--- src/rtl/servo_pkg.sv ---
// Shared servo constants, scheduler FSM states and the angle clamp helper
// (the UART command decoder uses the clamp as well).
package servo_pkg;

  localparam int ANGLE_W       = 8;
  localparam int MAX_ANGLE     = 180;
  localparam int MIN_ANGLE     = 0;
  localparam int DEFAULT_ANGLE = 60;

  typedef enum logic {
    IDLE = 1'b0,
    SCAN = 1'b1
  } state_e;

  // Widened to int so the lower bound compares cleanly even when it is 0.
  function automatic logic [ANGLE_W-1:0] clamp_angle(input logic [ANGLE_W-1:0] a);
    int v;
    v = int'(a);
    if (v > MAX_ANGLE) return ANGLE_W'(MAX_ANGLE);
    if (v < MIN_ANGLE) return ANGLE_W'(MIN_ANGLE);
    return a;
  endfunction

endpackage

--- src/rtl/servo_ramp_step.sv ---
// Combinational next-angle for one channel: step toward the target,
// landing exactly on it once the remaining distance fits in one step.
module servo_ramp_step
  import servo_pkg::*;
(
  input  logic [ANGLE_W-1:0] cur,
  input  logic [ANGLE_W-1:0] tgt,
  input  logic [3:0]         step,
  output logic [ANGLE_W-1:0] nxt
);

  logic signed [ANGLE_W:0] diff;
  logic        [ANGLE_W:0] mag;

  assign diff = $signed({1'b0, tgt}) - $signed({1'b0, cur});
  assign mag  = diff[ANGLE_W] ? -diff : diff;

  always_comb begin
    nxt = tgt;
    if (mag > {{(ANGLE_W-3){1'b0}}, step}) begin
      if (!diff[ANGLE_W]) nxt = cur + {{(ANGLE_W-4){1'b0}}, step};
      else                nxt = cur - {{(ANGLE_W-4){1'b0}}, step};
    end
  end

endmodule

--- src/rtl/servo_ramp_scheduler.sv ---
// Multi-channel servo target/current angle store with a shared ramp engine
// that services every channel once per ramp tick.
module servo_ramp_scheduler
  import servo_pkg::*;
#(
  parameter int NUM_CH   = 4,
  parameter int CH_W     = 2,
  parameter int TICK_DIV = 50000
) (
  input  logic                      Clk,
  input  logic                      Rst_n,
  input  logic                      iCmdValid,
  output logic                      oCmdReady,
  input  logic [CH_W-1:0]           iCmdCh,
  input  logic [ANGLE_W-1:0]        iCmdAngle,
  input  logic [3:0]                iStep,
  output logic [NUM_CH*ANGLE_W-1:0] oAngle,
  output logic [NUM_CH-1:0]         oArrived,
  output logic                      oBusy,
  output logic                      oCmdErr
);

  localparam int CNT_W = $clog2(TICK_DIV);

  logic [CNT_W-1:0]                     cnt_q;
  logic                                 tick;
  state_e                               state_q, state_d;
  logic [CH_W-1:0]                      idx_q, idx_d;
  logic                                 ready;
  logic [NUM_CH-1:0][ANGLE_W-1:0]       cur_q, tgt_q;
  logic [NUM_CH-1:0]                    arrived_q;
  logic                                 err_q;
  logic                                 accept, ch_ok, clamped;
  logic [ANGLE_W-1:0]                   clamp_val, cur_sel, tgt_sel, nxt;

  assign tick = (cnt_q == CNT_W'(TICK_DIV - 1));

  always_comb begin
    state_d = state_q;
    idx_d   = idx_q;
    ready   = 1'b0;
    case (state_q)
      IDLE: begin
        ready = 1'b1;
        if (tick) begin
          state_d = SCAN;
          idx_d   = '0;
        end
      end
      SCAN: begin
        if (idx_q == CH_W'(NUM_CH - 1)) state_d = IDLE;
        else                            idx_d   = idx_q + 1'b1;
      end
      default: state_d = IDLE;
    endcase
  end

  assign accept    = iCmdValid & ready;
  assign ch_ok     = int'(iCmdCh) < NUM_CH;
  assign clamp_val = clamp_angle(iCmdAngle);
  assign clamped   = (clamp_val != iCmdAngle);

  always_comb begin
    cur_sel = cur_q[0];
    tgt_sel = tgt_q[0];
    for (int k = 1; k < NUM_CH; k++) begin
      if (idx_q == CH_W'(k)) begin
        cur_sel = cur_q[k];
        tgt_sel = tgt_q[k];
      end
    end
  end

  servo_ramp_step u_step (
    .cur  (cur_sel),
    .tgt  (tgt_sel),
    .step (iStep),
    .nxt  (nxt)
  );

  // Targets are written only in IDLE and currents only in SCAN, so a
  // channel never sees both updates on the same edge.
  always_ff @(posedge Clk or negedge Rst_n) begin
    if (!Rst_n) begin
      cnt_q     <= '0;
      state_q   <= IDLE;
      idx_q     <= '0;
      cur_q     <= {NUM_CH{ANGLE_W'(DEFAULT_ANGLE)}};
      tgt_q     <= {NUM_CH{ANGLE_W'(DEFAULT_ANGLE)}};
      arrived_q <= '1;
      err_q     <= 1'b0;
    end else begin
      cnt_q   <= tick ? '0 : cnt_q + CNT_W'(1);
      state_q <= state_d;
      idx_q   <= idx_d;
      err_q   <= accept & (~ch_ok | clamped);
      for (int k = 0; k < NUM_CH; k++) begin
        if (accept && ch_ok && iCmdCh == CH_W'(k)) tgt_q[k] <= clamp_val;
        if (state_q == SCAN && idx_q == CH_W'(k))  cur_q[k] <= nxt;
        arrived_q[k] <= (cur_q[k] == tgt_q[k]);
      end
    end
  end

  assign oCmdReady = ready;
  assign oAngle    = cur_q;
  assign oArrived  = arrived_q;
  assign oBusy     = ~&arrived_q;
  assign oCmdErr   = err_q;

endmodule

--- config.mk ---
export PLATFORM = sky130hd
export DESIGN_NAME = servo_ramp_scheduler
export DESIGN_NICKNAME = d
export VERILOG_FILES = /design/src/rtl/servo_pkg.sv /design/src/rtl/servo_ramp_step.sv /design/src/rtl/servo_ramp_scheduler.sv
export SDC_FILE = /design/constraint.sdc
export NUM_CORES = 1
export LEC_CHECK = 0
export CAP_MARGIN = 40
export CELL_PAD_IN_SITES_DETAIL_PLACEMENT = 1
export CELL_PAD_IN_SITES_GLOBAL_PLACEMENT = 2
export CORE_ASPECT_RATIO = 2
export CORE_MARGIN = 2
export CORE_UTILIZATION = 40
export CTS_CLUSTER_SIZE = 40
export DETAILED_ROUTE_END_ITERATION = 7
export PLACE_DENSITY = 0.91
export SYNTH_ARGS = -nofsm -noshare
export SYNTH_HDL_FRONTEND = slang
export SYNTH_HIERARCHICAL = 1
export SYNTH_SLANG_ARGS = --single-unit
--- constraint.sdc ---
create_clock -name Clk -period 9.3 [get_ports Clk]
set_input_delay 2.79 -clock Clk [delete_from_list [all_inputs] [get_ports Clk]]
set_output_delay 2.79 -clock Clk [all_outputs]
set_load 0.02 [all_outputs]
Word-level counts from Yosys, hierarchy flattened:

Index checks and enable logic that the tools add are counted.

* add/subtract/negate cells: 6
* reductions and logical operators: 13
* magnitude comparators: 2
* equal/unequal tests: 14
* bitwise operators: 3
* muxes and demuxes: 20

Operators by type and width (count)
* $mux W8: 10
* $eq A8 B8 Y1: 4
* $add A16 B1 Y16 const B: 1
* $eq A16 B16 Y1 const B: 1
* $mux W16: 1
* $gt A9 B4 Y1: 1
* $mux W9: 1
* $neg A9 Y9: 1
* $sub A8 B8 Y9: 1
* $add A8 B4 Y8: 1
* $eq A2 B2 Y1 const B: 4
* $gt A8 B8 Y1 const B: 1
* $logic_and A1 B1 Y1: 8
* $ne A8 B8 Y1: 1
* $sub A8 B4 Y8: 1
* $eq A2 B1 Y1 const B: 2
* $logic_not A2 Y1: 2
* $mux W1: 4
* $mux W2: 2
* $ne A2 B2 Y1 const B: 2
* $pmux W2 S2: 1
* $reduce_and A4 Y1: 1
* $add A2 B1 Y2 const B: 1
* $and A1 B1 Y1: 2
* 4 further kinds: 4

* input bits: 17
* output and inout bits: 39
* flip-flop bits (word level): 88
* word-level logic and storage cells: 71

Logic depth before layout (Yosys ltp):

* depth in word-level cells: 9
* mapped depth: 24
* mapped depth without buffers: 23

By module:

The synthesis kept the hierarchy.

Modules (own cells, without submodules)
* servo_ramp_scheduler: seq. area each 2247.2 µm², times used 1, cells each 411, area an instance 4384.2 µm²
* servo_ramp_step: seq. area each 0.0 µm², times used 1, cells each 137, area an instance 1063.5 µm²

Least setup slack after synthesis:

OpenSTA, ideal clock, no wires.

* path type: in2reg
* start point: in iStep[1]
* end point: reg cur_q, in the netlist oAngle[15]
* stages: 12
* arrival time: 5155 ps
* library setup time: 125 ps
* required time: 9175 ps
* buffers on the path: 0
* setup slack: 4020 ps
* cell sequence: inv_1 ha_1 a21oi_1 ha_1 nor2b_1 o21ai_0 a21boi_0 o21a_1 a311o_1 xnor2_1 mux2_2 mux2_2

* word-level cells in the longest chain between the ends: 3
* elaborated cells on any way between the ends: 5
* classes of those cells: add/sub (2); order compare (1); mux (2)

Ends and longest elaborated chain
* start, declared: line servo_ramp_scheduler.sv:16 `input logic [3:0] iStep,`
* $add A8 B4 Y8 / $sub A8 B4 Y8 (equally long branches): line servo_ramp_step.sv:21, servo_ramp_step.sv:22
* $mux W8: line servo_ramp_step.sv:21 `if (!diff[ANGLE_W]) nxt = cur + {{(ANGLE_W-4){1'b0}}, step};`
* $mux W8 (*): line servo_ramp_step.sv:20 `if (mag > {{(ANGLE_W-3){1'b0}}, step}) begin`
* net nxt[7]: line servo_ramp_scheduler.sv:34 `logic [ANGLE_W-1:0] clamp_val, cur_sel, tgt_sel, nxt;`
* end signal, assigned: line servo_ramp_scheduler.sv:88 `cur_q <= {NUM_CH{ANGLE_W'(DEFAULT_ANGLE)}};`
* end signal, assigned by index: line servo_ramp_scheduler.sv:99 `if (state_q == SCAN && idx_q == CH_W'(k)) cur_q[k] <= nxt;`
* end, declared: line servo_ramp_scheduler.sv:30 `logic [NUM_CH-1:0][ANGLE_W-1:0] cur_q, tgt_q;`

Mark *: on every way through the listed nets, which the timed path passes. The rest lies on a longest branch.
A chain may end at the register's enable or synchronous reset.

Worst setup path after layout:

* start point: in iStep[0]
* end point: reg cur_q, in the netlist oAngle[7]

Same word-level chain as after synthesis.

==> results.py <==
metrics = {
    "global_routing": {
        "antenna_found_initial": 0,
        "grt_overflow": 0,
        "grt_pass1_wl_um": 25420,
        "grt_pass1_vias": 4837,
        "grt_usage_pct": 22.82,
        "grt_max_degree": 70,
    },
    "drt": {
        "wl_per_cell_um": 20.81,
        "firstDrtPassIters": 4,
        "drt-initial-drc-count": 132,
        "num_vias": 4281,
        "wl_um": 15880,
        "ant_nets": 0,
        "drc": 0,
        "viasPerCell": 5.611,
    },
    "worst_setup_path": {
        "timing.rr.end": "oAngle[7]",
        "critPathMaxFanout": 4,
        "crit_start": "iStep[0]",
        "cp_num_buf_inv": 2,
        "crit_chain": "clkdlybuf4s50_1 > inv_1 > ha_1 > a21oi_1 > ha_1 > nor2b_1 > o21ai_0 > a21boi_0 > o21a_1 > a311o_1 > xnor2_1 > mux2_2 > mux2_2",
        "cp.arrival_ns": 6.01,
        "required_ns": 9.52,
        "r2r_start": "idx_q[1]",
        "endpoint_kind": "flop",
        "reg2regPathDepth": 23,
        "slowest_delay_ns": 0.54,
        "rrSetupSlack_ns": 3.52,
        "criticalPathCategory": "input pin to flop",
        "crit_end": "oAngle[7]",
        "slowest_stage": "clkdlybuf4s50_1",
        "critPathTopFamily": "compound AO/OA/AOI/OAI gates",
        "path_depth": 13,
        "critPathLaunchType": "input pin",
    },
    "cells_and_area": {
        "drive_gt1_share_pct": 18.42,
        "final_common_cell": "nand2_1",
        "antenna_cells": 0,
        "final_nets": 649,
        "final_cell_mix": "68 x nand2_1, 54 x clkdlybuf4s50_1, 52 x dfrtp_1",
        "regArea_um2": 2247,
        "fillCellCount": 1515,
        "syn_to_final_growth_pct": 18.28,
        "multi_input_area_um2": 3023,
        "design_area_um2": 6444,
    },
    "sta": {
        "grt_setup_unrepaired": "no",
        "finalClockSkew_ns": 0.008639,
        "final-hold-violation-count": 0,
        "setup_tns_ns": 0,
        "fmax_mhz": 172.8,
        "max-slew-margin-rel_pct": 53.12,
        "maxSlewViolCount": 0,
        "setup_viol": 0,
        "period_share_pct": 62.24,
        "worst_pin_slew_ns": 0.6999,
        "finalCriticalPeriod_ns": 5.788,
    },
    "clock_network": {
        "numClockSinks": 88,
        "cts_tree": "yes",
        "max-clock-path-buffers": 2,
        "hold_buffers": 0,
        "clock_latency_ns": 0.34,
        "post-cts-setup-buffers": 0,
        "cts.clk_slew.worst_paths_ns": 0.06,
        "cts_max_level": 3,
        "cts_resized": 0,
        "cts_buffers": 9,
        "cts-root-buf": "clkbuf_16",
    },
    "min_path": {
        "hold_path_class": "flop to flop",
    },
    "yosys": {
        "yosysSeqAreaShare_pct": 41.25,
        "syn-instance-count": 548,
        "yosysUniqueCellTypes": 60,
        "ys.flop_type": "dfrtp_1",
        "synthArstFlopShare_pct": 100.0,
        "synth_seq_cells": 88,
        "synth_largest_area_cell": "dfrtp_1",
        "postSynthAreaPerCell_um2": 9.941,
        "synthesis.area_um2": 5448,
        "yosysTopAreaCellShare_pct": 23.89,
        "synth_edf_count": 0,
        "syn_nets": 594,
        "yosysWarnings": 6,
        "ys_top_cells_by_area": "dfrtp_1 24%, dfstp_2 17%, mux2_2 8.9%",
    },
    "power": {
        "p_switching_mw": 0.4186,
        "share_comb_of_total_power_pct": 33.8,
        "swShare_pct": 34.01,
        "p_seq_share_pct": 38.0,
        "p_leak_nw": 2.607,
        "power.internal_mw": 0.8123,
        "p_clk_share_pct": 28.2,
        "p_per_area_nw_per_um2": 191.0,
        "p_total_mw": 1.231,
        "vdd_drop_max_uv": 124.3,
    },
    "floorplan": {
        "die_x_um": 86.52,
        "die_area_um2": 14630,
        "initial_core_util_pct": 40.77,
        "core_area_um2": 13360,
        "ios": 56,
        "die_h_um": 169.0,
        "rows": 60,
    },
    "placement": {
        "hpwl_um": 12710,
        "gp_congestion": 0.8354,
        "io_buffers": 55,
        "placed_area_um2": 6157,
    },
    "run": {
        "maxCapViolCount": 0,
    },
    "outcome": {
        "status": "finished, final reports clean",
    },
}
[flip-flops by register name, summed over array words and instances (netlist names)]
register,count
cnt_q,16
idx_q,2
oAngle,32
state_q,1
oArrived,4
tgt_q,32
oCmdErr,1
[synth_stat cells (11+ instances only)]
| cell | n |
|---|---|
| mux2_2 | 43 |
| clkbuf_1 | 11 |
| mux2i_1 | 18 |
| xor2_1 | 11 |
| nand2_1 | 68 |
| o21ai_0 | 40 |
| dfrtp_1 | 52 |
| dfstp_2 | 36 |
| nand4_1 | 14 |
| ha_1 | 27 |
| inv_1 | 22 |
| nor2_1 | 38 |
| xnor2_1 | 47 |
| a21oi_1 | 32 |
[metrics by stage]
| step | util, % | hold WS (ns) | std cells | worst slack [ns] |
|---|---|---|---|---|
| 3_5_place_dp | 46.08 | 0.4814 | 747 | 3.147 |
| 2_1_floorplan | - | 0.4558 | 548 | 4.020 |
| 3_3_place_gp | 45.83 | 0.4677 | 745 | 3.273 |
| 4_1_cts | 48.22 | 0.4901 | 763 | 3.468 |
| 6_report | 48.22 | 0.4876 | 763 | 3.512 |
| 5_1_grt | 48.22 | 0.5062 | 763 | 3.095 |
[power groups by stage]
stage                     Sequential [mW]  Clock (mW)  Combinational, mW
after floorplan                     0.474           0              0.273
after global placement              0.471           0              0.394
after detailed placement            0.474           0              0.415
after CTS                           0.468       0.354              0.419
after global routing                0.471       0.367              0.458
final                               0.467       0.348              0.416
[kinds of logic (layout without fill, tap and decap cells)]
logic type,Yosys count,in the layout,share of synthesized area (%)
AO/OA/AOI/OAI,107,107,12.13
XOR/XNOR,58,58,9.325
adder cells (fa/ha/maj),29,29,6.936
buffers and inverters,39,99,3.261
flip-flops,88,88,41.25
multiplexers,61,61,12.20
AND/OR/NAND/NOR,166,166,14.91
[worst reg2reg max path, cell delays in order, from the launching register on]
cell and delay [ns]:
dfrtp_1 0.41, inv_1 0.11, ha_1 0.16, buf_4 0.30, mux2i_1 0.29, nor2_1 0.07, a21oi_1 0.12, o21ai_0 0.13
ha_1 0.28, fa_1 0.42, or2b_1 0.27, a2111o_1 0.48, nand2_2 0.23, nor2_1 0.07, a21oi_1 0.25, ha_1 0.28
nor2b_1 0.13, o21ai_0 0.21, a21boi_0 0.15, o21a_1 0.21, a311o_1 0.38, xnor2_1 0.14, mux2_2 0.30, mux2_2 0.27
[worst min path at each step]
stage	depth (start not counted)	end	slack, ns	start
after global placement	2	tgt_q[4]	0.47	tgt_q[4]
after global routing	2	tgt_q[4]	0.51	tgt_q[4]
after floorplan	1	cnt_q[13]	0.46	cnt_q[13]
after CTS	2	tgt_q[3]	0.49	tgt_q[3]
final	2	tgt_q[3]	0.49	tgt_q[3]
after detailed placement	2	tgt_q[3]	0.48	tgt_q[3]
[cell type report]
type / count / area share (%)
Clock buffer: 13 / 4.214
Clock inverter: 3 / 0.2330
Multi-Input combinational cell: 421 / 46.91
Sequential cell: 88 / 34.87
Timing Repair Buffer: 61 / 9.476
Tap cell: 155 / 3.010
Inverter: 22 / 1.282
[per-layer routing]
layer	vias up	GRT usage, %	wire length, µm
met2	58	45.99	9553
met4	0	9.035	430
met5	-	0	0
met3	22	2.194	238
li1	2030	-	-
met1	2171	22.68	5653
Note: power is estimated with default switching activity, not from simulation.
